`config.mk`:
```
export PLATFORM = sky130hd
export DESIGN_NAME = cb_seq
export DESIGN_NICKNAME = d
export VERILOG_FILES = /design/src/rtl/cb_seq.sv
export SDC_FILE = /design/constraint.sdc
export NUM_CORES = 1
export LEC_CHECK = 0
export ABC_CLOCK_PERIOD_IN_PS = 5900
export BUFFER_PORTS_ARGS = -buffer_cell sky130_fd_sc_hd__buf_2
export CAP_MARGIN = 20
export CORE_UTILIZATION = 35
export CTS_CLUSTER_DIAMETER = 80
export CTS_CLUSTER_SIZE = 20
export DETAILED_ROUTE_END_ITERATION = 8
export SLEW_MARGIN = 10
export SYNTH_ARGS = -nofsm -noshare
export SYNTH_HDL_FRONTEND = slang
export SYNTH_SLANG_ARGS = --single-unit
```
`constraint.sdc`:
```
create_clock -name clk -period 5.9 [get_ports clk]
set_input_delay 0.295 -clock clk [delete_from_list [all_inputs] [get_ports clk]]
set_output_delay 0.295 -clock clk [all_outputs]
set_load 0.01 [all_outputs]
```
`src/rtl/cb_seq.sv`:
```
// cb_seq: sequencer for the checkerboard pattern generator (cb).
// On an accepted start it clears cb, then for each address in
// [addr_start, addr_stop] steps cb once, captures its data word and issues
// one write request over a valid/ready handshake.
//
// Ports:
//   clk, rst            clock, async active-high reset
//   start, abort        run control (abort has highest priority)
//   addr_start/stop     inclusive address range, latched on start
//   num_levels          levels per cell, latched on start, drives cb_levels
//   cb_clr, cb_enable   clear / step pulses to cb
//   cb_levels           latched level count to cb
//   cb_data             cb data word, valid one cycle after cb_enable
//   req_valid/ready     write request handshake
//   req_addr, req_data  write request payload (stable while valid)
//   busy, done, err     status; done/err are 1-cycle pulses
//   wr_count            writes accepted in the current/last run
module cb_seq #(
  parameter int ADDR_W = 16,
  parameter int DATA_W = 48,
  parameter int LVL_W  = 4
) (
  input  logic              clk,
  input  logic              rst,
  input  logic              start,
  input  logic              abort,
  input  logic [ADDR_W-1:0] addr_start,
  input  logic [ADDR_W-1:0] addr_stop,
  input  logic [LVL_W-1:0]  num_levels,
  output logic              cb_clr,
  output logic              cb_enable,
  output logic [LVL_W-1:0]  cb_levels,
  input  logic [DATA_W-1:0] cb_data,
  output logic              req_valid,
  input  logic              req_ready,
  output logic [ADDR_W-1:0] req_addr,
  output logic [DATA_W-1:0] req_data,
  output logic              busy,
  output logic              done,
  output logic              err,
  output logic [ADDR_W:0]   wr_count
);

  typedef enum logic [2:0] {
    S_IDLE, S_CLR, S_STEP, S_CAPT, S_ISSUE, S_DONE
  } state_t;

  state_t            state, state_n;
  logic [ADDR_W-1:0] addr;
  logic [ADDR_W-1:0] stop_q;
  logic              bad_q;
  logic              bad_cfg;
  logic              start_ok;
  logic              hs;
  logic              last;

  assign bad_cfg  = (addr_start > addr_stop) || (num_levels == '0);
  assign start_ok = (state == S_IDLE) && start && !abort;
  assign hs       = (state == S_ISSUE) && req_valid && req_ready;
  // Compared before increment, so a range ending at the top address
  // terminates without wrapping.
  assign last     = (addr == stop_q);

  always_comb begin
    state_n = state;
    unique case (state)
      S_IDLE:  if (start_ok) state_n = bad_cfg ? S_DONE : S_CLR;
      S_CLR:   state_n = S_STEP;
      S_STEP:  state_n = S_CAPT;
      S_CAPT:  state_n = S_ISSUE;
      S_ISSUE: if (hs) state_n = last ? S_DONE : S_STEP;
      S_DONE:  state_n = S_IDLE;
      default: state_n = S_IDLE;
    endcase
    if (abort) state_n = S_IDLE;
  end

  always_ff @(posedge clk or posedge rst) begin
    if (rst) state <= S_IDLE;
    else     state <= state_n;
  end

  always_ff @(posedge clk or posedge rst) begin
    if (rst) begin
      addr      <= '0;
      stop_q    <= '0;
      bad_q     <= 1'b0;
      cb_levels <= '0;
      req_valid <= 1'b0;
      req_addr  <= '0;
      req_data  <= '0;
      wr_count  <= '0;
    end else begin
      if (start_ok) begin
        addr      <= addr_start;
        stop_q    <= addr_stop;
        cb_levels <= num_levels;
        bad_q     <= bad_cfg;
        wr_count  <= '0;
      end
      if (state == S_CAPT) begin
        req_data  <= cb_data;
        req_addr  <= addr;
        req_valid <= 1'b1;
      end
      // A handshake coinciding with abort still counts as accepted.
      if (hs) begin
        wr_count  <= wr_count + 1'b1;
        req_valid <= 1'b0;
        if (!last) addr <= addr + 1'b1;
      end
      if (abort) req_valid <= 1'b0;
    end
  end

  assign cb_clr    = (state == S_CLR);
  assign cb_enable = (state == S_STEP);
  assign busy      = (state != S_IDLE);
  assign done      = (state == S_DONE);
  assign err       = (state == S_DONE) && bad_q;

endmodule
```
==> reports/qor.csv, run 1 <==
stage,metric,value,unit
run_status,run status,"complete, no violations",
die,Core Rows,46,
clock_tree,cell at the root of the clock tree,sky130_fd_sc_hd__clkbuf_16,
critical_path,Crit path arrival time,2890,ps
synth,synthesized cell area,5760,µm²
critical_path,ordered list of cells on the worst path,xor2_1 > nor4_1 > nand4_1 > a21oi_2 > o21ba_2 > o21a_1,
routing,sum of routed wire length over all layers,14500,µm
synth,fraction of the mapped netlist area in compound gates,0.120,
synth,post-synth net total,623,
clock_tree,clock buffer depth,2,
sta,setup repair after global routing missed its margin,false,
synth,number of warnings printed during yosys synthesis,0,
clock_tree,clock insertion delay at the later pin of the skew report,410,ps
critical_path,worst r2r src,addr[11],
sta,shortest period the worst path allows,2590,ps
die,overall die width,130,µm
critical_path,r2r setup slk,3310,ps
final_layout,Antenna Cells,0,
synth,synthesized area per cell,11.2,µm²
routing,first drt pass iteration count,4,
clock_tree,post-cts resize count,0,
critical_path,data required time at the worst endpoint,6200,ps
routing,final routed wire length divided by cell count,15.7,µm
pwr,standby leakage power,0.00368,µW
hold_path,end point of the most critical hold path,stop_q[0],
hold_path,Hold Crit Depth,3,
synth,Cell variety after synth,52,
sta,final count of negative-setup-slack endpoints,0,
final_layout,final layout net count,802,
final_layout,post-synthesis to final-layout area growth,29.5,%
routing,total vias in the final route,4524,
routing,post-route ant nets,0,
critical_path,r2r worst-path depth,6,
clock_tree,TritonCTS clock tree,done,
synth,post-synthesis mux area share,0.117,
clock_tree,clock buffer count from CTS,17,
critical_path,startpoint type of the worst setup path,register,
sta,maximum clock frequency,0.385,GHz
placed_design,estimated wirelength of the detail-placed design,10800,µm
sta,Relative slew margins,0.431,
final_layout,"commonest non-fill, non-tap cell in the layout",sky130_fd_sc_hd__buf_2,
pwr,P per Cell Area,464,nW/µm²
pwr,maximum ir drop on the vdd rail,243,µV
synth,flip-flop and latch count after synthesis,122,
global_route,vias in the first global route,4382,
critical_path,startpoint-to-endpoint class of the critical path,reg2reg,
hold_path,worst min path class,in2reg,
clock_tree,H-Tree Level Count,4,
job,Maximum Capacitance Violations,0,
critical_path,endpoint of the worst register-to-register path,addr[7],
sta,Total Neg Setup Slack,0,ps
sta,slew at the pin closest to its max-slew limit,854,ps
die,boundary pin count,180,
die,initial core utilization,0.361,
synth,Main synth FF type,sky130_fd_sc_hd__dfrtp_1,
placed_design,number of I/O port buffers,179,
final_layout,fraction of layout cells with a size suffix above 1,0.407,
synth,main combinational cell family by area after synthesis,simple AND/OR/NAND/NOR gates,
final_layout,post-layout instance area,7450,µm²
critical_path,maximum single-stage delay on the critical path,710,ps
die,height of the die,130,µm
global_route,total global routing overflow,0,
sta,Final Cycle Share,0.440,
die,total die area,17000,µm²
synth,"area fraction in and, or, nand and nor cells after synthesis",0.125,
placed_design,total placed instance area,6810,µm²
die,area of the core,15900,µm²
pwr,total power consumption of the routed design,3460,µW
sta,number of max-slew violations in the final report,0,
global_route,wire length of the first global-routing pass,22500,µm
global_route,maximum number of pins on one net before global-route repair,81,
routing,violation count after the first detailed-routing iteration,188,
synth,proportion of synthesized chip area in sequential cells,0.530,
synth,"arithmetic-cell share of the synthesized area counting full adders, half adders and majority gates",0.0391,
critical_path,"Max stage delay cell, worst path",sky130_fd_sc_hd__a21oi_2,
routing,remaining design rule violation count,0,
routing,post-detailed-route via-to-cell ratio,4.90,
final_layout,number of fillers in the final layout,1508,
placed_design,Routability Congestion,0.848,
sta,Worst Clk Skew,7.59,ps
clock_tree,total clock sinks,122,
critical_path,maximum fanout count along the critical path,15,
global_route,All-Layer GR Usage,0.176,
synth,fraction of synthesized cell area in xor and xnor cells,0.0274,
hold_path,min-delay src,addr_stop[0],
sta,number of failing hold endpoints at the final stage,0,
critical_path,endpoint type of the worst setup path,register,
synth,Post-Syn Instances,516,
global_route,number of antenna violations at the first check in global routing,0,
synth,number of synthesized flops with an enable pin,0,
synth,async set or reset register ratio after synthesis,1.00,
clock_tree,"CTS clk-pin slew, worst paths",60,ps
final_layout,highest-count cells in the layout ignoring fill and taps,"sky130_fd_sc_hd__buf_2, sky130_fd_sc_hd__dfrtp_1, sky130_fd_sc_hd__nand2_1",
what timing repair did:
| item | in CTS | in global routing |
|---|---|---|
| hold buffers | 0 | 1 |
| endpoints found under the hold margin | 0 | 36 |
| setup buffers | 0 | 0 |
| endpoints found under the setup margin | 0 | 0 |
cell families after synthesis:
family / Yosys count
compound gates: 102
xor+xnor: 18
fa+ha+maj: 18
buf+inv: 50
flops: 122
mux: 60
simple gates: 146
critical path, delay by kind of cell, from the launching register on:
family | cells | cell delay, ps
AO/OA/AOI/OAI | 3 | 1120
AND/OR/NAND/NOR | 2 | 730
flip-flops | 1 | 460
XOR/XNOR | 1 | 170
where the power goes:
group	leakage [µW]	switching (µW)	internal (µW)
clock	0.000291	371	696
combinational	0.00189	500	488
sequential	0.00149	237	1170
worst max-delay path by stage:
stage	from	to	slack [ps]	depth (start not counted)
final	addr[11]	addr[7]	3310	6
after global routing	addr[11]	addr[7]	3090	6
after CTS	state[0]	addr[10]	3330	5
after detailed placement	state[0]	wr_count[13]	3360	6
after global placement	state[0]	wr_count[13]	3380	6
after floorplan	rst	addr[0]	2360	1
sequential cells by signal (all words and copies together) (netlist names):
signal and cells:
req_data 48, wr_count 17, addr 16, req_addr 16, stop_q 16, cb_levels 4, state 3, bad_q 1
req_valid 1
cell type report:
type | instances | area, µm² | share of cell area
clock buffer | 21 | 470 | 0.0631
clock inverter | 11 | 144 | 0.0193
inverter | 26 | 100 | 0.0134
multi-input combinational | 344 | 2470 | 0.331
sequential | 122 | 3050 | 0.410
tap | 216 | 270 | 0.0363
timing repair buffer | 184 | 948 | 0.127
per-layer routing:
layer,GRT usage,wire (µm),vias to the layer above
li1,-,-,2193
met1,0.219,6430,2127
met2,0.283,6770,182
met3,0.0496,1070,22
met4,0.0773,267,0
met5,0,0,-
through the flow:
step	worst slack [ps]	hold slack, ps	util	cells
2_1_floorplan	2360	368	-	516
3_3_place_gp	3380	459	0.427	890
3_5_place_dp	3360	461	0.427	890
4_1_cts	3330	83.6	0.466	922
5_1_grt	3090	99.9	0.468	924
6_report	3310	96.3	0.468	924
cells in the mapped netlist, types with 7 or more instances:
| master | count | area, µm² |
|---|---|---|
| sky130_fd_sc_hd__dfrtp_1 | 122 | 3050 |
| sky130_fd_sc_hd__nand2_1 | 65 | 244 |
| sky130_fd_sc_hd__mux2_2 | 58 | 653 |
| sky130_fd_sc_hd__o21ai_0 | 32 | 160 |
| sky130_fd_sc_hd__inv_1 | 26 | 97.6 |
| sky130_fd_sc_hd__a21oi_1 | 18 | 90.1 |
| sky130_fd_sc_hd__ha_1 | 18 | 225 |
| sky130_fd_sc_hd__nand3_1 | 18 | 90.1 |
| sky130_fd_sc_hd__nor2_1 | 18 | 67.6 |
| sky130_fd_sc_hd__xor2_1 | 18 | 158 |
| sky130_fd_sc_hd__buf_2 | 9 | 45.0 |
| sky130_fd_sc_hd__nand4_1 | 9 | 56.3 |
| sky130_fd_sc_hd__clkbuf_1 | 8 | 30.0 |
| sky130_fd_sc_hd__nor4_1 | 8 | 50.1 |
| sky130_fd_sc_hd__a31oi_1 | 7 | 43.8 |
Power figures use the tool's default switching activity.
==> run 2: changes to the inputs <==
- ABC_CLOCK_PERIOD_IN_PS: 5900 -> 2500
- clock period: 5.9 -> 2.5 ns (I/O delays scaled with it)
==> run 2 against run 1 <==
- register-to-register slack worse by 3100 ps
- highest routed layer unchanged
- total power increased by 140%
- first-iteration DRC count increased by 19%
- sequential share of layout area is 3.5 points lower
- sequential cell count unchanged
- combinational power rose to 2.5 times the previous value
- critical path type is now in2reg
- sequential power rose by 130%
- via count rose by 7.3%
- core utilization increased by 4.3 points
- cell area up 9.3%
==> reports/qor.csv, run 2 (synthesized netlist as in run 1, its figures left out) <==
stage,metric,value,unit
sta,slew at the pin closest to its max-slew limit,708,ps
die,total die area,17000,µm²
global_route,met1 routing resource usage after global routing,0.219,
pwr,Switch Pwr,2650,µW
die,Core Rows,46,
sta,final count of negative-setup-slack endpoints,0,
global_route,busiest layer in global routing,met2,
sta,maximum clock frequency,0.437,GHz
hold_path,worst min path class,in2reg,
final_layout,"commonest non-fill, non-tap cell in the layout",sky130_fd_sc_hd__buf_2,
clock_tree,total clock sinks,122,
final_layout,max reg flops,48,
clock_tree,H-Tree Level Count,4,
placed_design,Routability Congestion,0.870,
critical_path,endpoint type of the worst setup path,register,
sta,Final Cycle Share,0.915,
clock_tree,clock buffer depth,2,
sta,number of failing hold endpoints at the final stage,0,
routing,post-route ant nets,0,
pwr,P per Cell Area,1010,nW/µm²
placed_design,estimated wirelength of the detail-placed design,10700,µm
die,height of the die,130,µm
global_route,met3 GRT Util,0.0595,
critical_path,ordered list of cells on the worst path,dlygate4sd3_1 > buf_2 > inv_1 > ha_1 > nand4_1 > o22ai_1 > a2111oi_0 > o31ai_1 > o31ai_1 > o21ai_0,
pwr,switching share of power,0.324,
pwr,P_int,5540,µW
global_route,vias in the first global route,4874,
routing,remaining design rule violation count,0,
pwr,sequential share of power,0.403,
global_route,maximum number of pins on one net before global-route repair,91,
critical_path,"Max stage delay cell, worst path",sky130_fd_sc_hd__dlygate4sd3_1,
critical_path,maximum single-stage delay on the critical path,530,ps
pwr,maximum ir drop on the vdd rail,488,µV
routing,sum of routed wire length over all layers,15500,µm
final_layout,highest-count cells in the layout ignoring fill and taps,"sky130_fd_sc_hd__buf_2, sky130_fd_sc_hd__dfrtp_1, sky130_fd_sc_hd__dlygate4sd3_1",
critical_path,startpoint-to-endpoint class of the critical path,in2reg,
final_layout,fraction of layout cells with a size suffix above 1,0.380,
critical_path,Crit path arrival time,2560,ps
critical_path,startpoint type of the worst setup path,input port,
sta,Total Neg Setup Slack,0,ps
clock_tree,cell at the root of the clock tree,sky130_fd_sc_hd__clkbuf_16,
sta,Relative slew margins,0.524,
global_route,met2 Track Usage GR,0.314,
final_layout,post-synthesis to final-layout area growth,41.6,%
sta,number of max-slew violations in the final report,0,
clock_tree,clock buffer count from CTS,17,
clock_tree,"CTS clk-pin slew, worst paths",60,ps
global_route,All-Layer GR Usage,0.187,
placed_design,number of I/O port buffers,179,
routing,post-detailed-route via-to-cell ratio,4.89,
die,area of the core,15900,µm²
routing,violation count after the first detailed-routing iteration,224,
run_status,run status,"complete, no violations",
die,overall die width,130,µm
final_layout,Reg with most FFs,req_data,
final_layout,utilization after layout,0.511,
pwr,share of power burned in the clock network,0.294,
global_route,wire length of the first global-routing pass,24000,µm
sta,shortest period the worst path allows,2290,ps
clock_tree,number of setup buffers added after CTS,0,
clock_tree,TritonCTS clock tree,done,
pwr,standby leakage power,0.00398,µW
routing,first drt pass iteration count,4,
sta,worst slack on hold paths,21.4,ps
routing,total vias in the final route,4856,
die,initial core utilization,0.361,
global_route,number of antenna violations at the first check in global routing,1,
final_layout,Antenna Cells,0,
global_route,total global routing overflow,0,
routing,final routed wire length divided by cell count,15.6,µm
final_layout,largest registers,"req_data: 48 flops, wr_count: 17 flops",
critical_path,critical path's most frequent cell,sky130_fd_sc_hd__o31ai_1,
sta,Worst Clk Skew,9.18,ps
job,Maximum Capacitance Violations,0,
critical_path,data required time at the worst endpoint,2770,ps
final_layout,final layout net count,873,
clock_tree,clock insertion delay at the later pin of the skew report,410,ps
pwr,combinational power share,0.304,
sta,setup repair after global routing missed its margin,false,
critical_path,maximum fanout count along the critical path,4,
die,boundary pin count,180,
run 2: cell count changes in the layout (fill, tap and decap cells not counted), sizes merged:
| cell | before | now |
|---|---|---|
| buf | 183 | 190 |
| bufinv | 3 | 2 |
| clkbuf | 21 | 20 |
| clkinv | 4 | 5 |
| dlygate4sd3 | 1 | 65 |
run 2: worst paths after layout:
| check | start | end | slack [ps] | depth (start not counted) |
|---|---|---|---|---|
| min | addr_stop[6] | stop_q[6] | 20 | 3 |
| max | addr_stop[14] | state[2] | 210 | 10 |
| max in group asynchronous | rst | stop_q[13] | 1720 | 4 |
| min in group asynchronous | rst | req_data[32] | 400 | 4 |
| min reg2reg | req_addr[4] | req_addr[4] | 470 | 2 |
| max reg2reg | state[0] | wr_count[13] | 240 | 6 |
run 2: through the flow:
stage               worst slack (ps)  power (µW)  instances  cell area [µm²]
finish                           214        8190        994             8150
global route                    77.8        8750        994             8150
floorplan                        517        4700        516             5760
global placement                 218        5660        898             6910
CTS                              168        8280        994             8150
detailed placement               170        5740        898             6910
run 2: power groups by stage:
stage	Clock (µW)	Sequential [µW]	Combinational (µW)
floorplan	0	3480	1210
global placement	0	3280	2380
detailed placement	0	3320	2420
CTS	2480	3290	2510
global route	2570	3410	2770
finish	2410	3300	2490
run 2: layout make-up:
| cell class | instances | area [µm²] |
|---|---|---|
| multi-input cells | 344 | 2470 |
| fillers | 1458 | 7790 |
| inverters | 26 | 101 |
| well taps | 216 | 270 |
| flip-flops and latches | 122 | 3050 |
| repair buffers | 255 | 1670 |
| clock buffers | 20 | 467 |
| clock inverters | 11 | 120 |
run 2: metal layers:
metal / vias up / part of all wire
met5: - / 0
met4: 0 / 0.024
met3: 28 / 0.079
met2: 177 / 0.46
met1: 2312 / 0.43
li1: 2339 / -
run 2: repair_timing:
item,in CTS,in global routing
gates resized for setup,0,1
hold buffers,65,0
endpoints found under the hold margin,187,0
setup endpoints to repair,0,6
run 2: critical path: cells and delay by family:
family	cells	cell delay (ps)
AOI/OAI and AO/OA	5	1270
buffers and inverters	3	670
adders and majority gates	1	290
and+or+nand+nor	1	200
